===== config.mk =====
export PLATFORM = sky130hd
export DESIGN_NAME = regfile_mp
export DESIGN_NICKNAME = d
export VERILOG_FILES = /design/src/rtl/regfile_pkg.sv /design/src/rtl/regfile_clear_fsm.sv /design/src/rtl/regfile_mp.sv
export SDC_FILE = /design/constraint.sdc
export NUM_CORES = 1
export LEC_CHECK = 0
export CAP_MARGIN = 20
export CORE_MARGIN = 8
export CORE_UTILIZATION = 40
export DETAILED_ROUTE_END_ITERATION = 16
export GPL_ROUTABILITY_DRIVEN = 0
export PLACE_DENSITY = 0.54
export RECOVER_POWER = 50
export SLEW_MARGIN = 20
export SYNTH_ARGS = -nofsm -noshare
export SYNTH_HDL_FRONTEND = slang
export SYNTH_SLANG_ARGS = --single-unit

===== constraint.sdc =====
create_clock -name i_clk -period 3.5 [get_ports i_clk]
set_clock_uncertainty 0.05 [all_clocks]
set_input_delay 0.7 -clock i_clk [delete_from_list [all_inputs] [get_ports i_clk]]
set_output_delay 0.7 -clock i_clk [all_outputs]
set_load 0.1 [all_outputs]

===== src/rtl/regfile_pkg.sv =====
// Shared definitions for the multi-port register file: clear-sequencer state
// encodings, default geometry and a helper for locating fields in packed buses.
package regfile_pkg;

    typedef enum logic {
        ST_CLEAR = 1'b0,
        ST_READY = 1'b1
    } clr_state_t;

    localparam int DEF_DATA_W = 32;
    localparam int DEF_ADDR_W = 5;
    localparam int DEF_NUM_RD = 2;
    localparam int DEF_NUM_WR = 1;

    // Lowest bit of field 'idx' in a bus of equally sized fields of 'width' bits
    function automatic int field_lo(input int idx, input int width);
        return idx * width;
    endfunction

endpackage


===== src/rtl/regfile_clear_fsm.sv =====
// Post-reset clear sequencer: walks ptr from 1 to DEPTH-1, requesting a zero
// write for each register, and holds busy until the walk is complete.
module regfile_clear_fsm
    import regfile_pkg::*;
#(
    parameter int ADDR_W = DEF_ADDR_W
) (
    input  logic              clk,
    input  logic              rst,
    output logic              busy,
    output logic              clr_we,
    output logic [ADDR_W-1:0] clr_addr
);

    localparam logic [ADDR_W-1:0] FIRST_ADDR = ADDR_W'(1);
    localparam logic [ADDR_W-1:0] LAST_ADDR  = '1;

    clr_state_t        state;
    clr_state_t        next_state;
    logic [ADDR_W-1:0] ptr;
    logic [ADDR_W-1:0] next_ptr;

    // State and pointer registers; reset restarts the sweep from register 1
    always_ff @(posedge clk) begin
        if (rst) begin
            state <= ST_CLEAR;
            ptr   <= FIRST_ADDR;
        end else begin
            state <= next_state;
            ptr   <= next_ptr;
        end
    end

    // Advance the pointer while clearing; leave CLEAR once the last register is written
    always_comb begin
        next_state = state;
        next_ptr   = ptr;
        case (state)
            ST_CLEAR: begin
                if (ptr == LAST_ADDR) begin
                    next_state = ST_READY;
                end else begin
                    next_ptr = ptr + FIRST_ADDR;
                end
            end
            ST_READY: begin
                next_state = ST_READY;
            end
            default: begin
                next_state = ST_CLEAR;
            end
        endcase
    end

    // Busy covers the reset cycles themselves as well as the sweep
    always_comb begin
        busy     = rst || (state == ST_CLEAR);
        clr_we   = !rst && (state == ST_CLEAR);
        clr_addr = ptr;
    end

endmodule


===== src/rtl/regfile_mp.sv =====
// Multi-port register file for the MIPS datapath: NUM_RD combinational read
// ports, NUM_WR write ports (higher port index wins on address collisions),
// register 0 reads as zero, and a post-reset clear sweep during which writes
// are dropped and reported.
// Optional build macro REGFILE_BYPASS_EN: forward same-cycle write data to
// matching read ports while READY.
module regfile_mp
    import regfile_pkg::*;
#(
    parameter int DATA_W = DEF_DATA_W,
    parameter int ADDR_W = DEF_ADDR_W,
    parameter int NUM_RD = DEF_NUM_RD,
    parameter int NUM_WR = DEF_NUM_WR
) (
    input  logic                     i_clk,
    input  logic                     i_rst,
    input  logic [NUM_WR-1:0]        i_we,
    input  logic [NUM_WR*ADDR_W-1:0] i_waddr,
    input  logic [NUM_WR*DATA_W-1:0] i_wdata,
    input  logic [NUM_RD*ADDR_W-1:0] i_raddr,
    output logic [NUM_RD*DATA_W-1:0] o_rdata,
    output logic                     o_busy,
    output logic                     o_wr_drop
);

    localparam int DEPTH = 2 ** ADDR_W;

    logic [DATA_W-1:0] mem [DEPTH];

    logic              busy;
    logic              clr_we;
    logic [ADDR_W-1:0] clr_addr;
    logic              wr_drop;

    logic [ADDR_W-1:0] waddr [NUM_WR];
    logic [DATA_W-1:0] wdata [NUM_WR];
    logic [ADDR_W-1:0] raddr [NUM_RD];
    logic [DATA_W-1:0] rdata [NUM_RD];

    regfile_clear_fsm #(
        .ADDR_W (ADDR_W)
    ) u_clear_fsm (
        .clk      (i_clk),
        .rst      (i_rst),
        .busy     (busy),
        .clr_we   (clr_we),
        .clr_addr (clr_addr)
    );

    for (genvar k = 0; k < NUM_WR; k++) begin : g_wr_unpack
        assign waddr[k] = i_waddr[field_lo(k, ADDR_W) +: ADDR_W];
        assign wdata[k] = i_wdata[field_lo(k, DATA_W) +: DATA_W];
    end

    for (genvar j = 0; j < NUM_RD; j++) begin : g_rd_pack
        assign raddr[j] = i_raddr[field_lo(j, ADDR_W) +: ADDR_W];
        assign o_rdata[field_lo(j, DATA_W) +: DATA_W] = rdata[j];
    end

    // Array update: the sweep owns the array while busy; afterwards the write
    // ports apply in ascending order so the highest port index lands last
    always_ff @(posedge i_clk) begin
        if (clr_we) begin
            mem[clr_addr] <= '0;
        end else if (!busy) begin
            for (int k = 0; k < NUM_WR; k++) begin
                if (i_we[k] && (waddr[k] != '0)) begin
                    mem[waddr[k]] <= wdata[k];
                end
            end
        end
    end

    // Flag any write request that arrived while the file could not accept it
    always_ff @(posedge i_clk) begin
        if (i_rst) begin
            wr_drop <= 1'b0;
        end else begin
            wr_drop <= busy && (|i_we);
        end
    end

    // Read muxes: zero for register 0 or while busy, optionally forwarding write data
    always_comb begin
        for (int j = 0; j < NUM_RD; j++) begin
            rdata[j] = '0;
            if (!busy && (raddr[j] != '0)) begin
                rdata[j] = mem[raddr[j]];
`ifdef REGFILE_BYPASS_EN
                for (int k = 0; k < NUM_WR; k++) begin
                    if (i_we[k] && (waddr[k] == raddr[j])) begin
                        rdata[j] = wdata[k];
                    end
                end
`endif
            end
        end
    end

    assign o_busy    = busy;
    assign o_wr_drop = wr_drop;

endmodule


==> run metrics <==
status finished, violations left; failing checks max-capacitance violations, max-slew violations, negative setup slack; total wire length 170.5 mm; combinational power share 7.0%; vias per cell 6.269; Core ar. 0.1214 mm^2; Final Slew Violations 99; Worst Slack Setup Final -0.1068 ns; Peak VDD IR 455.7 uV; DRC violations left 0; Clock Latency Late Sink 0.68 ns; IO Count 116; final hold vios 0; ratio of cells with drive above 1 in the final layout 22.84%; Final min period 3.607 ns; Overflow after GRT 0; Clk Tree Root Cell clkbuf_16; sw frac 22.52%; area share of the largest cell type after synthesis 63.03%; HP Class input port to flop; Cell Int Power 20.91 mW; Final setup viols 13; sequential power share 50.3%; RSZ-0062 raised after global routing yes; num rows 128; CTS sink cnt 1031; Synth area leaders edfxtp_1 (63%), mux2i_1 (16%), a22oi_1 (5.9%); CTS tree yes; register area share after synthesis 63.32%; part of the power in the clock network 42.7%; Synth Cell Area 0.04878 mm^2; max_cap viols 3; Lkg Pwr 19.50 nW; post-synth cell types 44; Mapped Avg Cell Area 15.78 um^2; CP Cell Sequence buf_12, buf_12, mux4_2, mux2_4, nand2_4, nand4_1, buf_12, buf_12; Layout Nets 3463; Total GRT Usage 24.83%; post-synthesis net count 3143; crit path max fanout 12; EDFF count, synth 1024; Buffers & Inverters on Critical Path 4; Largest stage delay, worst path 0.50 ns; die area 0.1334 mm^2; area grow syn2layout 21.86%; TritonCTS Buffers 110; CTS H-Tree Depth 3; Largest delay share family, worst path buffers and inverters; Power Density 454.0 mW/mm^2; worst hold slack 0.4446 ns; drt wl/cell 33.24 um; Mapped Cells 3091; largest net degree at the start of global routing 74; NetSw 6.078 mW; Setup crit end kind output pin; Antenna Cells 0; clock buffer depth 3; Slew headroom -11.48%; Synth async-reset ratio 0%; Sum Neg Setup Slack -0.4188 ns; first-pass GRT wire length 239.2 mm; Critical Path RT 2.75 ns; Fill cells 10.23k; WS Path Type input port to output pin; fin area 0.05945 mm^2; DIE HEIGHT 365.2 um; flops & latches, synth 1031; maximum clock rate 0.2773 GHz; largest area contributor in the netlist edfxtp_1; WP data arrival 2.86 ns; die span in x 365.2 um; starting density of the core 40.19%; Top FF cell, synth edfxtp_1; element type at the critical path start input port; Post-DP HPWL 105.7 mm; Worst-path clk slew 0.05 ns; antenna viol nets, final 0; cell repeated most along the worst path buf_12; period utilisation layout 103.1%; Crit-path slowest cell mux4_2; Slew @ Worst Pin 1.671 ns; area of placed instances 0.05569 mm^2; starting DRC count in detailed routing 3353; routed vias 32.15k; Initial DRT Pass Iterations 6; cts hold-fix bufs 0; initial antenna violation count 3; number of port buffers 115; Yosys warnings 0; vias in the first global route 33.28k
==> kinds of logic after synthesis <==
kind of cell	count (synthesis)	synth area share, %
DFF	1031	63.32
muxes	960	23.14
buffers and inverters	247	2.408
adders and majority gates	2	0.05129
and+or+nand+nor	439	4.665
AOI/OAI and AO/OA	409	6.358
xor gates and xnor gates	3	0.05387
==> power groups by stage <==
stage / Combinational, mW / Clock (mW) / Sequential [mW]
detailed placement: 1.88 / 0 / 13.8
finish: 1.88 / 11.5 / 13.6
floorplan: 1.08 / 0 / 13.8
CTS: 1.89 / 11.7 / 13.6
global route: 1.93 / 12.2 / 13.6
global placement: 1.87 / 0 / 13.8
==> area by class of cell <==
| class | instances | area, um^2 | area share (%) |
|---|---|---|---|
| clock buffer | 133 | 2839 | 4.776 |
| clock inverter | 71 | 703.2 | 1.183 |
| inverter | 5 | 31.28 | 0.05262 |
| multi-input combinational | 1813 | 17070 | 28.71 |
| sequential | 1031 | 30890 | 51.97 |
| tap | 1625 | 2033 | 3.420 |
| timing repair buffer | 450 | 5881 | 9.892 |
==> stage by stage <==
stage / instances / utilization [%] / setup WS [ns] / power, mW
floorplan: 3091 / - / -0.2492 / 14.90
global placement: 4886 / 45.87 / -0.3807 / 15.70
detailed placement: 4887 / 45.87 / -0.3746 / 15.72
CTS: 5108 / 48.98 / -0.1224 / 27.15
global route: 5128 / 48.97 / -0.2799 / 27.69
finish: 5128 / 48.97 / -0.1068 / 26.99
==> synth_stat cells, drive strengths merged (3+ instances only) <==
library cell,count
buf,139
and2,35
mux2i,768
and3,5
nand3,192
nor2b,7
nor3b,8
a31oi,5
nand4,65
inv,5
dfxtp,7
o21ai,4
clkbuf,103
a22oi,385
nand2,69
a32oi,6
nor3,4
edfxtp,1024
a21oi,3
mux4,128
nor2,44
mux2,64
==> per-layer routing <==
metal | up-vias | global-route usage [%] | routed length [um]
met5 | - | 0 | 0
met4 | 0 | 8.894 | 6835
met3 | 389 | 4.098 | 13170
met2 | 1605 | 41.00 | 81350
met1 | 16850 | 33.18 | 69090
li1 | 13300 | - | -
==> flip-flops by register name (all words and copies together) (netlist names) <==
name                  flops
mem                    1024
o_wr_drop                 1
u_clear_fsm.clr_addr      5
u_clear_fsm.state         1
==> tightest hold or removal path, cell delays in order <==
cell and delay (ns):
dlygate4sd2_1 0.21, buf_4 0.17, nor2_1 0.05
==> what timing repair did <==
action	CTS	global route
gates cloned	1	1
resized for setup	24	31
setup buffers	16	20
setup endpoints to repair	64	39
pin swaps	8	23
==> placed cells by master (no fill, tap or decap), drive strengths merged, types with 7 or more instances in the layout <==
master,instances
mux2i,768
a22oi,385
nand3,192
dfxtp,7
bufinv,11
edfxtp,1024
nor2,44
nand2,69
nor2b,7
clkbuf,174
and2,35
nand4,65
mux2,64
clkinv,56
nor3b,8
mux4,128
clkdlybuf4s50,39
buf,365
==> path summary, 6_finish.rpt <==
check	startpoint	endpoint	slack, ns	cells after the start
setup / recovery	i_raddr[6]	o_rdata[48]	-0.11	8
hold / removal	i_rst	u_clear_fsm.state	0.44	3
setup reg to reg	u_clear_fsm.state	mem[9][26]	0.05	6
hold reg to reg	u_clear_fsm.state	o_wr_drop	0.55	2
Note: power is estimated with default switching activity, not from simulation.
